## config.mk

```make
export PLATFORM = sky130hd
export DESIGN_NAME = qu_uop_queue
export DESIGN_NICKNAME = d
export VERILOG_FILES = /design/src/rtl/qu_uop_queue.sv
export SDC_FILE = /design/constraint.sdc
export NUM_CORES = 1
export LEC_CHECK = 0
export BUFFER_PORTS_ARGS = -buffer_cell sky130_fd_sc_hd__buf_2
export CORE_MARGIN = 3
export CORE_UTILIZATION = 34
export DETAILED_ROUTE_END_ITERATION = 6
export GPL_TIMING_DRIVEN = 0
export MAX_ROUTING_LAYER = met4
export PLACE_DENSITY = 0.47
export SKIP_LAST_GASP = 1
export SYNTH_ARGS = -nofsm -noshare
export SYNTH_HDL_FRONTEND = slang
export SYNTH_SLANG_ARGS = --single-unit
export TNS_END_PERCENT = 30
```

## constraint.sdc

```tcl
create_clock -name clk -period 16.6 [get_ports clk]
set_input_delay 3.32 -clock clk [delete_from_list [all_inputs] [get_ports clk]]
set_output_delay 3.32 -clock clk [all_outputs]
set_load 0.005 [all_outputs]
```

## src/rtl/qu_uop_queue.sv

```systemverilog
// Micro-op queue between decode and issue: circular buffer with occupancy and memory-op counts.
// Optional feature: define QU_UOPQ_BYPASS_EN for an empty-queue combinational bypass.
module qu_uop_queue #(
   parameter int UOP_WIDTH = 60,
   parameter int DEPTH     = 8,
   parameter int CW        = $clog2(DEPTH + 1)
) (
   input  logic                 clk,
   input  logic                 rst,
   input  logic                 flush,
   input  logic [UOP_WIDTH-1:0] in_uop,
   input  logic                 in_valid,
   output logic                 in_ready,
   output logic [UOP_WIDTH-1:0] out_uop,
   output logic                 out_valid,
   input  logic                 out_ready,
   output logic [CW-1:0]        count,
   output logic [CW-1:0]        mem_count,
   output logic                 full,
   output logic                 empty
);

   localparam int PW = $clog2(DEPTH);

   logic [UOP_WIDTH-1:0] mem [DEPTH];
   logic [PW-1:0]        wr_ptr;
   logic [PW-1:0]        rd_ptr;
   logic [CW-1:0]        count_q;
   logic [CW-1:0]        mem_count_q;
   logic                 bypass;
   logic                 enq;
   logic                 deq;
   logic                 enq_mem;
   logic                 deq_mem;

   assign full      = (count_q == CW'(DEPTH));
   assign empty     = (count_q == '0);
   assign count     = count_q;
   assign mem_count = mem_count_q;
   assign in_ready  = !full && !flush;

`ifdef QU_UOPQ_BYPASS_EN
   // An empty queue forwards the incoming micro-op; it is stored only if issue stalls.
   assign bypass    = empty && !flush && in_valid;
   assign out_valid = bypass || (!empty && !flush);
   assign out_uop   = bypass ? in_uop : mem[rd_ptr];
   assign enq       = in_valid && in_ready && !(bypass && out_ready);
   assign deq       = out_valid && out_ready && !bypass;
`else
   assign bypass    = 1'b0;
   assign out_valid = !empty && !flush;
   assign out_uop   = mem[rd_ptr];
   assign enq       = in_valid && in_ready;
   assign deq       = out_valid && out_ready;
`endif

   assign enq_mem = enq && in_uop[1];
   assign deq_mem = deq && mem[rd_ptr][1];

   always_ff @(posedge clk or posedge rst) begin
      if (rst) begin
         for (int unsigned i = 0; i < DEPTH; i++) begin
            mem[i] <= '0;
         end
      end else if (enq) begin
         mem[wr_ptr] <= in_uop;
      end
   end

   always_ff @(posedge clk or posedge rst) begin
      if (rst) begin
         wr_ptr      <= '0;
         rd_ptr      <= '0;
         count_q     <= '0;
         mem_count_q <= '0;
      end else if (flush) begin
         wr_ptr      <= '0;
         rd_ptr      <= '0;
         count_q     <= '0;
         mem_count_q <= '0;
      end else begin
         if (enq) wr_ptr <= wr_ptr + 1'b1;
         if (deq) rd_ptr <= rd_ptr + 1'b1;
         count_q     <= count_q + CW'(enq) - CW'(deq);
         mem_count_q <= mem_count_q + CW'(enq_mem) - CW'(deq_mem);
      end
   end

endmodule

```

## Yosys cells after proc, flatten, opt, wreduce, memory -nomap -nowiden

Index checks and enable logic that the tools add are counted.

| operators by class | value |
|---|---|
| add/sub/neg operators | 6 |
| magnitude comparators | 3 |
| equality and inequality tests | 1 |
| multiplexer cells | 12 |
| bitwise logic cells | 2 |
| reduce and logical (&&, ||, !) cells | 13 |

Operator list:

| kind | number |
|---|---|
| 480-bit bitwise mux | 1 |
| 60-bit binary-select mux with 3-bit select | 1 |
| 60-bit demux with 3-bit select | 1 |
| 60-bit 2-to-1 mux | 3 |
| 3-bit 2-to-1 mux | 4 |
| 4-bit by 1-bit adder with 4-bit output | 2 |
| 4-bit greater-or-equal comparator (second input constant) | 2 |
| 4-bit 2-to-1 mux | 2 |
| 3-bit NOT with 4-bit output | 2 |
| 4-bit by 1-bit subtractor with 4-bit output | 2 |
| 1-bit logical AND | 7 |
| 3-bit by 1-bit adder with 3-bit output (second input constant) | 2 |
| 4-bit equality test (second input constant) | 1 |
| 4-bit zero test | 1 |
| 4-bit by 1-bit less-than comparator with 1-bit output (second input constant) | 1 |
| 2-bit nonzero test | 2 |
| 1-bit zero test | 3 |

| storage, ports and cells | value |
|---|---|
| register bits | 494 |
| input port bits | 65 |
| output and inout bits | 72 |
| word-level logic and storage cells | 49 |

## Depth between registers and ports, before layout

Gate-level depths: netlist of the first run.

| depth | value |
|---|---|
| word-level depth | 8 |
| depth in mapped cells | 14 |
| gate-level depth less buffers | 12 |

## Worst setup path before layout of the first run

Ideal clock, no wire load.

| path | value |
|---|---|
| path kind | input -> output |
| start point | input flush |
| end point | output in_ready |
| data arrival time | 3,678 ps |
| slack | 9,602 ps |
| cell stages on the path | 2 |
| path buffers | 1 |
| cell sequence | clkbuf_1 nor2_1 |

| on the way | value |
|---|---|
| longest elaborated chain between the ends | 2 |

RTL lines:

| item | line | text |
|---|---|---|
| start: declaration | 10 | `input logic flush,` |
| 1-bit zero test | 40 | `assign in_ready = !full && !flush;` |
| 1-bit logical AND | 40 |  |
| end: declaration | 13 | `output logic in_ready,` |

No other way between the ends.

## Final worst setup path of the first run

Ends and elaborated chain as after synthesis.

==> metrics.yaml, run 1 <==
outcome: "finished, final reports clean"
dp_hpwl_microns: 36500
drtIter0Drc: 508
grt_pass1_vias: 13500
synth_top_area_frac: 0.554
wl_per_cell_microns: 23.0
clock_latency_ns: 0.59
crit_arrival_ns: 4.40
ant_nets: 0
rsz0062_at_grt: "false"
required_ns: 13.28
cap_violations: 0
hold_viol: 0
core_sq_um: 64700
grt_pass1_wl_microns: 87200
die_area_sq_um: 68700
finalCritPeriodShare: 0.465
vias: 12400
fillers: 6049
final_common_cell: "mux2_2"
worstSetupStartpointType: "primary input"
ys_top_cells_by_area: "dfrtp_1 55%, mux2_2 26%, mux4_2 12%, mux2_1 1.5%, buf_2 1.1%"
setup_violations: 0
ys_types: 37
total_power_mw: 4.09
syn_nets: 1412
place_ws_ns: 8.83
totalWireLength_microns: 56400
critPathCaptureType: "output port"
cts_max_level: 2
grt-ovfl-total: 0
drv_slew: 0
worstPathMaxFanout: 10
fin_nets: 1620
worstMarginPinSlew_ns: 0.981
ys_seq_elements: 494
grt_max_degree: 42
synthesis.area_sq_um: 22300
worstHoldPathType: "flop to flop"
cts_buffer_depth: 3
die_h_microns: 262
post_cts_buffers: 0
drc_errors: 0
gp_congestion: 0.724
async_flop_share: 1.00
initial_core_util: 0.345
path_class: "primary input to output port"
final_cell_mix: "512 x mux2_2, 494 x dfrtp_1, 184 x buf_2"
synth-edff-count: 0
ys.flop_type: "dfrtp_1"
syn_to_final_growth_pct: 18.4
cts_hold_buf: 0
ios: 137
p_per_area_nw_per_um2: 155
fp-row-count: 93
cts.clk_slew.worst_paths_ns: 0.06
fmax_mhz: 130
die_w_microns: 262
drive_gt1_frac: 0.597
grt_use_total: 0.174
viasPerCell: 5.05
synthesis.instances: 1333
min_period_ns: 7.72
maxSlewHeadroom: 0.344
io_buffers: 136
cts_made_buffers: 56
yosysTopAreaCell: "dfrtp_1"
seq_area_frac_synth: 0.554
tns_ns: 0
yosys_warnings: 0
peakVddDrop_v: 0.0000753
first_pass_iters: 6
cellLeakagePower_nw: 12.2
antenna_found_initial: 8
setup_slack_ns: 8.88
cts_sinks: 494
syn_area_per_cell_sq_um: 16.7
finalClockSkew_ns: 0.0153
root_buffer: "clkbuf_16"
cts_tree: "built"
whs_ns: 0.483
cts_resized: 0
[cells in the mapped netlist (all sizes together) (2+ instances only)]
master and count:
nor2 9, buf 65, mux4 119, fa 2, nand4b 2, a21oi 6
or3b 2, nand2 2, mux2i 4, dfrtp 494, ha 12, xnor2 2
or3 3, clkbuf 23, nor3 2, a21o 2, nor3b 2, inv 15
mux2 542, o21ai 5, nand3 6, nor4b 2, nor2b 7
[stage by stage]
stage | cell area, sq um | util | instances
after detailed placement | 24300 | 0.376 | 2338
after global placement | 24000 | 0.372 | 2324
after floorplan | 22300 | - | 1333
final | 26400 | 0.408 | 2448
after CTS | 26400 | 0.408 | 2441
after global routing | 26400 | 0.408 | 2448
[flip-flops by register name, indices dropped and copies added (netlist names)]
name / cells
count: 4
mem: 480
wr_ptr: 3
mem_count: 4
rd_ptr: 3
[final cells by class]
class / count / area [sq um] / area share
Tap cell: 855 / 1070 / 0.0405
Timing Repair Buffer: 150 / 961 / 0.0364
Clock inverter: 22 / 388 / 0.0147
Sequential cell: 494 / 12400 / 0.468
Inverter: 15 / 60.1 / 0.00227
Clock buffer: 81 / 1670 / 0.0631
Antenna cell: 7 / 17.5 / 0.000664
Buffer: 88 / 477 / 0.0181
Multi-Input combinational cell: 736 / 9400 / 0.356
[power breakdown]
part	leakage [nW]	total (mW)	internal, mW	switching, mW
Clock	1.02	1.36	0.863	0.502
Combinational	4.62	1.09	0.637	0.451
Sequential	6.54	1.63	1.50	0.138
Total	12.2	4.09	3.00	1.09
[critical path, stage by stage]
cell      delay (ns)
buf_2           0.16
clkbuf_1        0.55
nor2_1          0.17
buf_2           0.20
[cells by family (layout without fill, tap and decap cells)]
group / Yosys count / after routing / synth area share
buffers and inverters: 103 / 356 / 0.0239
xor gates and xnor gates: 3 / 3 / 0.00118
and+or+nand+nor: 40 / 40 / 0.0125
other: 0 / 7 / 0
AOI/OAI and AO/OA: 14 / 14 / 0.00365
adders and majority gates: 14 / 14 / 0.00853
DFF: 494 / 494 / 0.554
muxes: 665 / 665 / 0.396
[layer usage]
layer | part of all wire | vias to the layer above | routed length [microns] | track usage
met3 | 0.046 | 79 | 2610 | 0.0390
li1 | - | 5443 | - | -
met4 | 0.020 | 0 | 1110 | 0.0391
met1 | 0.46 | 6663 | 26100 | 0.235
met2 | 0.47 | 180 | 26600 | 0.270
met5 | 0 | - | 0 | -
[path summary, 6_finish.rpt]
path                            from            to  slack, ns  depth (start not counted)
min in group asynchronous        rst       mem[60]       2.65                          2
max in group asynchronous        rst      mem[145]      12.32                          7
min reg2reg                  mem[69]       mem[69]       0.48                          1
min                          mem[69]       mem[69]       0.48                          1
max                            flush      in_ready       8.88                          4
max reg2reg                rd_ptr[1]  mem_count[3]      13.03                         10
Note: power is estimated with default switching activity, not from simulation.
==> run 2: changes to the inputs <==
--- a/config.mk
+++ b/config.mk
@@ -11,7 +11,7 @@
 export DETAILED_ROUTE_END_ITERATION = 6
 export GPL_TIMING_DRIVEN = 0
 export MAX_ROUTING_LAYER = met4
-export PLACE_DENSITY = 0.47
+export PLACE_DENSITY = 0.46
 export SKIP_LAST_GASP = 1
 export SYNTH_ARGS = -nofsm -noshare
 export SYNTH_HDL_FRONTEND = slang
==> constraint.sdc (replaced) <==
create_clock -name clk -period 7.9 [get_ports clk]
set_input_delay 1.58 -clock clk [delete_from_list [all_inputs] [get_ports clk]]
set_output_delay 1.58 -clock clk [all_outputs]
set_load 0.005 [all_outputs]
==> metrics.yaml, run 2 (synthesis gave the netlist of run 1 again) <==
outcome: "finished, final reports clean"  # unchanged
post_cts_buffers: 0  # unchanged
die_w_microns: 262  # unchanged
instances_no_fill: 2445  # was 2448
dp_hpwl_microns: 36300  # was 36500 microns
hold_viol: 0  # unchanged
vias: 12300  # was 12400
clock_latency_ns: 0.62  # was 0.59 ns
worstSetupStartpointType: "flop"  # was primary input
antenna_found_initial: 4  # was 8
cts_resized: 0  # unchanged
critPathCaptureType: "output port"  # unchanged
tns_ns: 0  # unchanged
grt_pass1_vias: 13500  # about the same
fin_nets: 1620  # unchanged
grt_use_total: 0.174  # about the same
worstMarginPinSlew_ns: 1.03  # was 0.981 ns
cts_hold_buf: 0  # unchanged
dp_cells: 2337  # was 2338
die_h_microns: 262  # unchanged
cellLeakagePower_nw: 12.1  # was 12.2 nW
io_buffers: 136  # unchanged
initial_core_util: 0.345  # unchanged
path_class: "flop to output port"  # was primary input to output port
ant_nets: 0  # unchanged
grt_pass1_wl_microns: 86900  # was 87200 microns
cts_sinks: 494  # unchanged
finalCritPeriodShare: 0.593
worstHoldPathType: "flop to flop"  # unchanged
required_ns: 6.32  # was 13.28 ns
totalWireLength_microns: 56300  # was 56400 microns
finalClockSkew_ns: 0.0316  # was 0.0153 ns
final_cell_mix: "512 x mux2_2, 494 x dfrtp_1, 184 x buf_2"  # unchanged
peakVddDrop_v: 0.000182  # was 0.0000753 V
viasPerCell: 5.03  # was 5.05
grt-ovfl-total: 0  # unchanged
first_pass_iters: 4  # was 6
cts_buffer_depth: 3  # unchanged
wl_per_cell_microns: 23.0  # about the same
cts.clk_slew.worst_paths_ns: 0.06  # about the same
cts_max_level: 2  # unchanged
drc_errors: 0  # unchanged
core_sq_um: 64700  # unchanged
die_area_sq_um: 68700  # unchanged
setup_violations: 0  # unchanged
ios: 137  # unchanged
worstPathMaxFanout: 10  # unchanged
syn_to_final_growth_pct: 17.4  # was 18.4%
drive_gt1_frac: 0.593  # was 0.597
total_power_mw: 8.31  # was 4.09 mW
p_per_area_nw_per_um2: 318  # was 155 nW/um^2
cts_tree: "built"  # unchanged
cap_violations: 0  # unchanged
gp_congestion: 0.698  # was 0.724
regMostFlops: "mem"  # unchanged
drv_slew: 0  # unchanged
fmax_mhz: 214
root_buffer: "clkbuf_16"  # unchanged
maxSlewHeadroom: 0.309  # was 0.344
drtIter0Drc: 493  # was 508
grt_max_degree: 43  # was 42
final_common_cell: "mux2_2"  # unchanged
cts_made_buffers: 57  # was 56
whs_ns: 0.483  # about the same
fp-row-count: 93  # unchanged
crit_arrival_ns: 3.10  # was 4.40 ns
min_period_ns: 4.68
largest_register_ffs: 480  # unchanged
rsz0062_at_grt: "false"  # unchanged
==> run 2: cell types whose count changed in the layout (fill, tap and decap cells not counted), sizes merged <==
cell	change
bufinv	-10
clkinvlp	-1
buf	-1
clkbuf	+9
diode	-3
inv	+2
clkinv	+1
==> run 2: final timing paths <==
check                           cells after the start       from           end  slack (ns)
worst max register to register                     10  rd_ptr[1]  mem_count[3]        4.40
worst max-delay path                                5  rd_ptr[1]   out_uop[27]        3.22
min in group asynchronous                           2        rst      mem[364]        1.00
worst min register to register                      1   mem[168]      mem[168]        0.48
max in group asynchronous                           7        rst      mem[331]        5.22
worst min-delay path                                1   mem[168]      mem[168]        0.48
==> run 2: final cells by class <==
cell class	count	area, sq um
clock inverter	14	103
antenna	4	10.0
fill	6132	38500
timing repair buffer	149	941
sequential	494	12400
buffer	88	477
tap	855	1070
clock buffer	90	1750
multi-input combinational	736	9400
inverter	15	60.1
==> run 2: through the flow <==
step,worst slack (ns),utilization,cell area [sq um]
2_1_floorplan,-0.381,-,22300
3_3_place_gp,-3.55,0.372,24000
3_5_place_dp,3.75,0.376,24300
4_1_cts,3.10,0.404,26200
5_1_grt,3.02,0.405,26200
6_report,3.22,0.405,26200
==> run 2: per-layer routing <==
layer	vias up	track usage	routed length, microns
met3	78	0.0343	2560
met4	0	0.0338	877
met5	-	-	0
li1	5428	-	-
met2	170	0.274	26800
met1	6632	0.236	26100
==> run 2: critical path, cell delays in order, from the launching register on <==
cell	delay (ns)
dfrtp_1	0.39
clkbuf_1	0.52
clkbuf_1	0.73
mux4_2	0.42
mux2_2	0.27
buf_2	0.16
==> run 2: power by group <==
group	internal, mW	total, mW	switching, mW
clock	1.54	2.61	1.06
combinational	1.34	2.28	0.942
sequential	3.14	3.43	0.283
total	6.03	8.31	2.29
==> run 3: changes to the inputs <==
--- a/config.mk
+++ b/config.mk
@@ -5,13 +5,14 @@
 export SDC_FILE = /design/constraint.sdc
 export NUM_CORES = 1
 export LEC_CHECK = 0
+export ABC_AREA = 1
 export BUFFER_PORTS_ARGS = -buffer_cell sky130_fd_sc_hd__buf_2
 export CORE_MARGIN = 3
 export CORE_UTILIZATION = 34
 export DETAILED_ROUTE_END_ITERATION = 6
 export GPL_TIMING_DRIVEN = 0
 export MAX_ROUTING_LAYER = met4
-export PLACE_DENSITY = 0.46
+export PLACE_DENSITY = 0.47
 export SKIP_LAST_GASP = 1
 export SYNTH_ARGS = -nofsm -noshare
 export SYNTH_HDL_FRONTEND = slang
==> constraint.sdc (replaced) <==
create_clock -name clk -period 4.25 [get_ports clk]
set_input_delay 0.85 -clock clk [delete_from_list [all_inputs] [get_ports clk]]
set_output_delay 0.85 -clock clk [all_outputs]
set_load 0.005 [all_outputs]
==> metrics.yaml, run 3 <==
outcome: "finished, final reports clean"  # unchanged
syn_area_per_cell_sq_um: 7.41  # was 16.7 sq um
ios: 137  # unchanged
worstSetupStartpointType: "flop"  # unchanged
peakVddDrop_v: 0.000327  # was 0.000182 V
rsz0062_at_grt: "false"  # unchanged
yosys_warnings: 0  # unchanged
setup_violations: 0  # unchanged
final_cell_mix: "1280 x nand2_1, 494 x dfrtp_1, 484 x nor2_1"  # was 512 x mux2_2, 494 x dfrtp_1, 184 x buf_2
maxSlewHeadroom: 0.0775  # was 0.309
top_usage_layer: "met2"  # unchanged
multiInputGateArea_sq_um: 11300  # was 9400 sq um
first_pass_iters: 5  # was 4
antenna_found_initial: 6  # was 4
required_ns: 3.40  # was 6.32 ns
power_frac_clock: 0.277  # was 0.313
critPathCaptureType: "output port"  # unchanged
crit_arrival_ns: 3.23  # was 3.10 ns
cts.clk_slew.worst_paths_ns: 0.05  # was 0.06 ns
cts_sinks: 494  # unchanged
internal_power_mw: 11.2  # was 6.03 mW
cap_violations: 0  # unchanged
grt_pass1_wl_microns: 151000  # was 86900 microns
syn_nets: 3500  # was 1412
path_class: "flop to output port"  # unchanged
synth.most_common_cell: "nand2_1"  # was mux2_2
final_common_cell: "nand2_1"  # was mux2_2
drc_errors: 0  # unchanged
fmax_mhz: 245
netSwitchingFraction: 0.405  # was 0.275
drv_slew: 0  # unchanged
clock_latency_ns: 0.63  # was 0.62 ns
worstPathMaxFanout: 11  # was 10
finalCritPeriodShare: 0.960
synth_top_area_frac: 0.488  # was 0.554
synthesis.instances: 3421  # was 1333
p_sw_mw: 7.64  # was 2.29 mW
seq_area_frac_synth: 0.488  # was 0.554
syn_to_final_growth_pct: 15.2  # was 17.4%
initial_core_util: 0.345  # about the same
met3_usage: 0.0334  # was 0.0343
fin_nets: 3650  # was 1620
grt-ovfl-total: 0  # unchanged
fin_util: 0.397  # was 0.405
hold_viol: 0  # unchanged
die_w_microns: 279  # was 262 microns
fillers: 7778  # was 6132
io_buffers: 74  # was 136
regMostFlops: "mem"  # unchanged
die_area_sq_um: 77900  # was 68700 sq um
synthesis.area_sq_um: 25400  # was 22300 sq um
core_sq_um: 73500  # was 64700 sq um
seqPwrFrac: 0.351  # was 0.412
die_h_microns: 279  # was 262 microns
grt_pass1_vias: 23300  # was 13500
ys_top_cells_by_area: "dfrtp_1 49%, nand2_1 19%, nand4_1 12%, nor2_1 7.2%, o21ai_0 4.7%"  # was dfrtp_1 55%, mux2_2 26%, mux4_2 12%, mux2_1 1.5%, buf_2 1.1%
ys.flop_type: "dfrtp_1"  # unchanged
dp_hpwl_microns: 71600  # was 36300 microns
yosysTopAreaCell: "dfrtp_1"  # unchanged
totalWireLength_microns: 99100  # was 56300 microns
cts_made_buffers: 59  # was 57
cts_max_level: 2  # unchanged
ant_nets: 0  # unchanged
grt_max_degree: 40  # was 43
seqCellArea_sq_um: 12400  # unchanged
cts_buffer_depth: 3  # unchanged
worstHoldPathType: "primary input to async pin"  # was flop to flop
gp_congestion: 0.826  # was 0.698
root_buffer: "clkbuf_16"  # unchanged
cellLeakagePower_nw: 15.4  # was 12.1 nW
ys_seq_elements: 494  # unchanged
synth-edff-count: 0  # unchanged
viasPerCell: 5.22  # was 5.03
largest_register_ffs: 480  # unchanged
vias: 23900  # was 12300
ys_types: 26  # was 37
cts_hold_buf: 0  # unchanged
fp-row-count: 99  # was 93
worstMarginPinSlew_ns: 1.38  # was 1.03 ns
instances_no_fill: 4577  # was 2445
combPwrFrac: 0.373  # was 0.274
drive_gt1_frac: 0.106  # was 0.593
grt_use_total: 0.261  # was 0.174
use_met1: 0.369  # was 0.236
synth_commonest_cells: "1280 x nand2_1, 494 x dfrtp_1, 484 x nor2_1"  # was 512 x mux2_2, 494 x dfrtp_1, 119 x mux4_2
min_period_ns: 4.08
p_per_area_nw_per_um2: 646  # was 318 nW/um^2
post_cts_buffers: 0  # unchanged
async_flop_share: 1.00  # unchanged
drtIter0Drc: 2095  # was 493
met2_usage: 0.395  # was 0.274
wl_per_cell_microns: 21.7  # was 23.0 microns
dp_cells: 4469  # was 2337
cts_tree: "built"  # unchanged
finalClockSkew_ns: 0.0121  # was 0.0316 ns
[run 3: cell types whose count changed after synthesis, sizes merged, moves of 3 or more]
| cell | delta |
|---|---|
| mux2 | -542 |
| mux4 | -119 |
| o21ai | +233 |
| nand3 | +21 |
| clkbuf | +204 |
| inv | +7 |
| nand2 | +1278 |
| nor2 | +480 |
| or3 | -3 |
| buf | +70 |
| nor2b | -7 |
| mux2i | -4 |
| nand4 | +480 |
[run 3: logic make-up (layout without fill, tap and decap cells)]
kind of cell | Yosys count | after routing | synth area share
flip-flops | 494 | 494 | 0.488
buffers and inverters | 386 | 582 | 0.0670
XOR/XNOR | 5 | 5 | 0.00173
AO/OA/AOI/OAI | 243 | 243 | 0.0484
other | 0 | 1 | 0
adder cells (fa/ha/maj) | 14 | 14 | 0.00750
AND/OR/NAND/NOR | 2279 | 2279 | 0.388
[run 3: stage by stage]
stage               setup TNS [ns]  power (mW)  area, sq um  hold WS (ns)  setup WS (ns)
floorplan                 -1630.47        10.9        25400         0.437          -3.30
global placement          -3452.81        13.6        26900         0.448          -7.11
detailed placement               0        13.7        27200         0.453          0.526
CTS                       -0.00386        19.0        29200         0.276       -0.00386
global route                     0        20.2        29200         0.319         0.0106
finish                           0        18.9        29200         0.284          0.171
[run 3: critical path: stages (launching register included)]
cell,delay [ns]
dfrtp_1,0.36
buf_2,0.51
inv_4,0.22
buf_6,0.26
buf_4,0.25
clkbuf_2,0.24
o21ai_0,0.32
nand2_1,0.10
nand2_1,0.12
nand2_1,0.09
buf_2,0.13
[run 3: path summary, 6_finish.rpt]
path / from / end / slack [ns] / cells after the start
worst min register to register: mem[56] / mem[56] / 0.46 / 2
worst max register to register: rd_ptr[2] / mem_count[2] / 0.80 / 12
max in group asynchronous: rst / mem[215] / 2.27 / 7
worst max-delay path: rd_ptr[0] / out_uop[27] / 0.17 / 10
worst min-delay path: rst / mem[245] / 0.28 / 2
min in group clk: mem[56] / mem[56] / 0.46 / 2
[run 3: layout make-up]
class | instances | area share
clock buffer | 88 | 0.0602
multi-input combinational | 2541 | 0.387
sequential | 494 | 0.423
timing repair buffer | 89 | 0.0232
antenna | 1 | 0.0000857
buffer | 362 | 0.0552
tap | 959 | 0.0411
inverter | 24 | 0.00330
clock inverter | 19 | 0.00669
[run 3: power groups by stage]
stage	clock, mW	sequential, mW	combinational [mW]
after floorplan	0	6.53	4.36
after CTS	5.30	6.60	7.06
final	5.21	6.62	7.02
after global routing	5.48	6.77	7.93
after detailed placement	0	6.65	7.04
after global placement	0	6.68	6.97
[run 3: what timing repair did]
item,4_1_cts,5_1_grt
cloned,0,0
gates resized for setup,4,2
setup endpoints to repair,28,35
[run 3: metal layers]
metal  routed length (microns)  share of wire
met1                     46800           0.47
met2                     43900           0.44
met3                      5800          0.059
met4                      2640          0.027
met5                         0              0
